**src/rtl/alu_seq_if.sv**
```systemverilog
// Request/response bus for the sequential ALU: operands, operation select,
// start strobe, and the registered status/result returned by the block.
interface alu_seq_if #(
   parameter int N = 4
);
   logic [N-1:0]   A;
   logic [N-1:0]   B;
   logic [2:0]     Function;
   logic           Start;
   logic           Busy;
   logic           Done;
   logic [2*N-1:0] ALUOut;

   modport master (
      output A, B, Function, Start,
      input  Busy, Done, ALUOut
   );

   modport slave (
      input  A, B, Function, Start,
      output Busy, Done, ALUOut
   );
endinterface

```
**src/rtl/alu_seq.sv**
```systemverilog
// Sequential ALU. Single-cycle operations write ALUOut at the accepting edge.
// Multiply runs an N-cycle shift-add loop in the MUL state and updates ALUOut
// only on its final iteration, so the partial sum never appears on the bus.
module alu_seq #(
   parameter int N = 4
) (
   input  logic     Clock,
   input  logic     Resetn,
   alu_seq_if.slave bus
);
   localparam int CW = $clog2(N + 1);

   localparam logic [0:0] S_IDLE = 1'b0;
   localparam logic [0:0] S_MUL  = 1'b1;

   localparam logic [2:0] F_ADD  = 3'b000;
   localparam logic [2:0] F_ROR  = 3'b001;
   localparam logic [2:0] F_RAND = 3'b010;
   localparam logic [2:0] F_CAT  = 3'b011;
   localparam logic [2:0] F_MUL  = 3'b100;
   localparam logic [2:0] F_ACC  = 3'b101;
   localparam logic [2:0] F_CLR  = 3'b110;

   logic [0:0]     r_state;
   logic           r_busy;
   logic           r_done;
   logic [2*N-1:0] r_out;
   logic [2*N-1:0] r_mcand;   // captured A, shifted left once per iteration
   logic [N-1:0]   r_mplier;  // captured B, shifted right once per iteration
   logic [2*N-1:0] r_acc;     // running partial product
   logic [CW-1:0]  r_cnt;

   logic           w_accept;
   logic           w_is_mul;
   logic           w_last;
   logic [2*N-1:0] w_res;
   logic [2*N-1:0] w_acc_nxt;

   // A request is only taken while idle; Start during a multiply is dropped.
   assign w_accept  = bus.Start && (r_state == S_IDLE);
   assign w_is_mul  = (bus.Function == F_MUL);
   assign w_last    = (r_cnt == CW'(N - 1));
   assign w_acc_nxt = r_acc + (r_mplier[0] ? r_mcand : '0);

   assign bus.Busy   = r_busy;
   assign bus.Done   = r_done;
   assign bus.ALUOut = r_out;

   // Result of a single-cycle operation, formed from the operands being accepted.
   always_comb begin
      w_res = r_out;
      case (bus.Function)
         F_ADD:   w_res = {{N{1'b0}}, bus.A} + {{N{1'b0}}, bus.B};
         F_ROR:   w_res = {{(2*N-1){1'b0}}, |{bus.A, bus.B}};
         F_RAND:  w_res = {{(2*N-1){1'b0}}, &{bus.A, bus.B}};
         F_CAT:   w_res = {bus.A, bus.B};
         F_ACC:   w_res = r_out + {{N{1'b0}}, bus.A};
         F_CLR:   w_res = '0;
         default: w_res = r_out;   // no-op holds; multiply never uses this path
      endcase
   end

   // Control FSM: state, Busy, Done pulse and iteration counter.
   always_ff @(posedge Clock or negedge Resetn) begin
      if (!Resetn) begin
         r_state <= S_IDLE;
         r_busy  <= 1'b0;
         r_done  <= 1'b0;
         r_cnt   <= '0;
      end else begin
         r_done <= 1'b0;
         case (r_state)
            S_IDLE: begin
               if (w_accept) begin
                  if (w_is_mul) begin
                     r_state <= S_MUL;
                     r_busy  <= 1'b1;
                     r_cnt   <= '0;
                  end else begin
                     r_done  <= 1'b1;
                  end
               end
            end
            default: begin
               if (w_last) begin
                  r_state <= S_IDLE;
                  r_busy  <= 1'b0;
                  r_done  <= 1'b1;
               end else begin
                  r_cnt   <= r_cnt + CW'(1);
               end
            end
         endcase
      end
   end

   // Datapath: operand capture, shift-add iteration and result register.
   always_ff @(posedge Clock or negedge Resetn) begin
      if (!Resetn) begin
         r_out    <= '0;
         r_mcand  <= '0;
         r_mplier <= '0;
         r_acc    <= '0;
      end else begin
         if (r_state == S_IDLE) begin
            if (w_accept) begin
               if (w_is_mul) begin
                  r_mcand  <= {{N{1'b0}}, bus.A};
                  r_mplier <= bus.B;
                  r_acc    <= '0;
               end else begin
                  r_out    <= w_res;
               end
            end
         end else begin
            r_acc    <= w_acc_nxt;
            r_mcand  <= r_mcand << 1;
            r_mplier <= r_mplier >> 1;
            if (w_last) begin
               r_out <= w_acc_nxt;
            end
         end
      end
   end
endmodule
```
**src/flat_wrapper.sv**
```systemverilog
// flat-port wrapper written by rule: the top's interface ports become plain ports
module alu_seq_flat 
#(
   parameter int N = 4
)
  (Clock, Resetn, bus_A, bus_B, bus_Function, bus_Start, bus_Busy, bus_Done, bus_ALUOut);
  alu_seq_if #(.N(N)) bus_i ();
  input  logic Clock;
  input  logic Resetn;
  input wire logic [$bits(bus_i.A)-1:0] bus_A;
  input wire logic [$bits(bus_i.B)-1:0] bus_B;
  input wire logic [$bits(bus_i.Function)-1:0] bus_Function;
  input wire logic [$bits(bus_i.Start)-1:0] bus_Start;
  output wire logic [$bits(bus_i.Busy)-1:0] bus_Busy;
  output wire logic [$bits(bus_i.Done)-1:0] bus_Done;
  output wire logic [$bits(bus_i.ALUOut)-1:0] bus_ALUOut;
  assign bus_i.A = bus_A;
  assign bus_i.B = bus_B;
  assign bus_i.Function = bus_Function;
  assign bus_i.Start = bus_Start;
  assign bus_Busy = bus_i.Busy;
  assign bus_Done = bus_i.Done;
  assign bus_ALUOut = bus_i.ALUOut;
  alu_seq #(.N(N)) u_core (.Clock(Clock), .Resetn(Resetn), .bus(bus_i));
endmodule
```
**config.mk**
```make
export PLATFORM = sky130hd
export DESIGN_NAME = alu_seq_flat
export DESIGN_NICKNAME = d
export VERILOG_FILES = /design/src/rtl/alu_seq_if.sv /design/src/rtl/alu_seq.sv /design/src/flat_wrapper.sv
export SDC_FILE = /design/constraint.sdc
export NUM_CORES = 1
export LEC_CHECK = 0
export BUFFER_PORTS_ARGS = -buffer_cell sky130_fd_sc_hd__buf_2
export CAP_MARGIN = 20
export CORE_ASPECT_RATIO = 0.9
export CORE_UTILIZATION = 53
export DETAILED_ROUTE_END_ITERATION = 10
export PLACE_DENSITY = 0.77
export SKIP_CTS_REPAIR_TIMING = 1
export SYNTH_ARGS = -nofsm -noshare
export SYNTH_HDL_FRONTEND = slang
export SYNTH_SLANG_ARGS = --single-unit
```
**constraint.sdc**
```tcl
create_clock -name Clock -period 2.32 [get_ports Clock]
set_clock_uncertainty 0.15 [all_clocks]
set_input_delay 0.464 -clock Clock [delete_from_list [all_inputs] [get_ports Clock]]
set_output_delay 0.464 -clock Clock [all_outputs]
set_load 0.01 [all_outputs]
```
==> results.json <==
{
  "status": "finished, final reports clean",
  "worst_pin_slew_ns": 0.772,
  "io_buffers": 23,
  "hold_viol": 0,
  "rows": 22,
  "drtPass1Iterations": 4,
  "cts.clk_slew.worst_paths_ns": 0.07,
  "fin_cells": 356,
  "grt_max_degree": 35,
  "setup_viol": 0,
  "drt-total-wl_um": 5910,
  "ff2ff_path_depth": 9,
  "yosysSeqAreaShare": 0.359,
  "synth.distinct_cells": 55,
  "dp.cells": 348,
  "tns_ns": 0,
  "drc": 0,
  "slowest_delay_ns": 0.40,
  "top_usage_layer": "met2",
  "overflow": 0,
  "cts_buffers": 5,
  "final_util": 0.659,
  "synth.most_common_cell": "nand2_1",
  "synth_mux_area_frac": 0.0295,
  "vias": 2119,
  "synth-edff-count": 0,
  "synthAdderAreaFrac": 0.115,
  "die_area_sq_um": 4750,
  "clk_latency_ns": 0.29,
  "reg2reg_from": "u_core.r_mplier[0]",
  "yosysWarnings": 0,
  "fin_crit_ns": 2.29,
  "cts_tree": "built",
  "ant_nets": 0,
  "cp_data_arrival_time_ns": 2.30,
  "critPathRequiredTime_ns": 2.33,
  "clock_path_buffers": 2,
  "ios": 24,
  "drive_gt1_frac": 0.203,
  "synth_area_leader_cell": "dfrtp_1",
  "synth_compound_area_frac": 0.224,
  "antenna_cells": 0,
  "cp_cell_sequence": "and2_1 -> ha_2 -> fa_2 -> a211oi_2 -> buf_4 -> o21bai_1 -> a21oi_1 -> xor2_1 -> o221ai_1",
  "syn_area_sq_um": 2370,
  "antenna_found_initial": 0,
  "first_global_vias": 1969,
  "fmax_mhz": 437,
  "via_per_inst": 5.95,
  "use_met3": 0.0690,
  "yosys.area_share.simple": 0.200,
  "synthCells": 262,
  "peakVddDrop_mv": 0.515,
  "cts.sinks": 34,
  "power_mw": 2.77,
  "synth_nets": 296,
  "grt_use_met2": 0.414,
  "post-dp-hpwl_um": 4180,
  "track_usage": 0.274,
  "cp-start-kind": "flop",
  "cts-htree-levels": 2,
  "synthXorXnorAreaFrac": 0.0406,
  "die_h_um": 65.5,
  "ys_top_cells_by_count": "43 x nand2_1, 34 x dfrtp_1, 20 x o21ai_1",
  "fin_crit_sh": 0.986,
  "die_x_um": 72.5,
  "clockRootBuffer": "clkbuf_8",
  "drt-wirelength-per-cell_um": 16.6,
  "grt_pass1_wl_um": 9790,
  "synth.area.top_cells": "dfrtp_1 36%, ha_1 9.0%, nand2_1 6.8%",
  "fillers": 345,
  "power_density_nw_per_um2": 1000,
  "multiInputGateArea_sq_um": 1500,
  "synth.ff_latch_count": 34,
  "avgSynthCellArea_sq_um": 9.05,
  "critPathMaxFanout": 3,
  "p_leak_nw": 1.28,
  "nNetsFinal": 330,
  "cap_violations": 0,
  "crit_slowest_cell": "dfrtp_1",
  "slew_headroom": 0.485,
  "synth_top_family_by_area": "compound AO/OA/AOI/OAI gates",
  "synthArstFlopShare": 1.00,
  "path_delay_family": "compound AO/OA/AOI/OAI gates",
  "use_met1": 0.395,
  "r2r-end": "u_core.bus.ALUOut[6]",
  "worst-path-stages": 9,
  "drv_slew": 0,
  "worstSetupPathType": "reg2reg",
  "regToRegSetupSlack_ns": 0.03,
  "synth_flop_cell": "dfrtp_1",
  "regArea_sq_um": 851,
  "drt_iter0_markers": 175,
  "min_path_type": "in2async",
  "area_delta_synth_final_pct": 16.2,
  "crit_end": "u_core.bus.ALUOut[6]",
  "gp_congestion": 0.875,
  "rsz0062_at_grt": "yes",
  "cp-end-kind": "flop",
  "cp_num_buf_inv": 1,
  "synth_top_area_share": 0.359,
  "startpoint": "u_core.r_mplier[0]",
  "core_sq_um": 4180,
  "start_util": 0.567
}
report_power, final:
part           total, mW  switching (mW)  internal, mW
registers           1.04           0.222         0.814
clock network      0.411           0.205         0.207
logic               1.32           0.752         0.570
layer usage:
| metal | routed length, um | share of wire |
|---|---|---|
| met1 | 2760 | 0.47 |
| met2 | 2740 | 0.46 |
| met3 | 348 | 0.059 |
| met4 | 54 | 0.0091 |
| met5 | 0 | 0 |
sequential cells by signal (all words and copies together), names as in the netlist:
name and cells:
u_core.bus.ALUOut 8, u_core.r_cnt 3, u_core.r_mplier 4, u_core.bus.Done 1, u_core.r_state 1, u_core.r_mcand 8, u_core.bus.Busy 1, u_core.r_acc 8
worst min-delay path by stage:
stage | from | endpoint | slack [ns] | cells past startpoint
finish | Resetn | u_core.bus.ALUOut[4] | 0.09 | 1
global route | Resetn | u_core.bus.ALUOut[5] | 0.16 | 1
CTS | Resetn | u_core.bus.ALUOut[4] | 0.14 | 1
detailed placement | u_core.r_acc[3] | u_core.r_acc[3] | 0.33 | 1
global placement | u_core.r_mplier[2] | u_core.r_mplier[1] | 0.32 | 2
floorplan | Resetn | u_core.bus.ALUOut[0] | 0.02 | 0
placed cells by master (no fill, tap or decap), types with 4 or more instances in the layout:
cell type | Yosys | final
nand2_1 | 43 | 43
dfrtp_1 | 34 | 34
buf_2 | 5 | 23
o21ai_1 | 20 | 21
buf_4 | 1 | 16
ha_1 | 17 | 13
nor2_1 | 12 | 12
a21oi_1 | 12 | 12
and2_1 | 9 | 8
xor2_1 | 7 | 7
nand3_1 | 7 | 7
mux2i_1 | 7 | 7
inv_1 | 6 | 6
o211ai_1 | 5 | 5
clkbuf_8 | 0 | 5
o21ai_0 | 5 | 4
o21bai_1 | 4 | 4
a21o_1 | 4 | 4
through the flow:
step,area [sq um],worst slack [ns],hold slack (ns)
final,2760,0.0316,0.0943
after global placement,2620,-0.00496,0.318
after detailed placement,2620,-0.0588,0.326
after CTS,2700,-0.0612,0.139
after floorplan,2370,0.00923,0.0184
after global routing,2760,-0.0901,0.161
kinds of logic (layout without fill, tap and decap cells):
family | after synthesis | after routing
compound gates | 77 | 77
fa+ha+maj | 20 | 20
flops | 34 | 34
buf+inv | 18 | 52
xor+xnor | 11 | 11
mux | 7 | 7
simple gates | 95 | 95
layout make-up:
type,instances,area share
clock buffer,7,0.0277
sequential,34,0.309
inverter,6,0.00817
multi-input combinational,210,0.543
tap,60,0.0272
timing repair buffer,39,0.0853
Note: power is estimated with default switching activity, not from simulation.
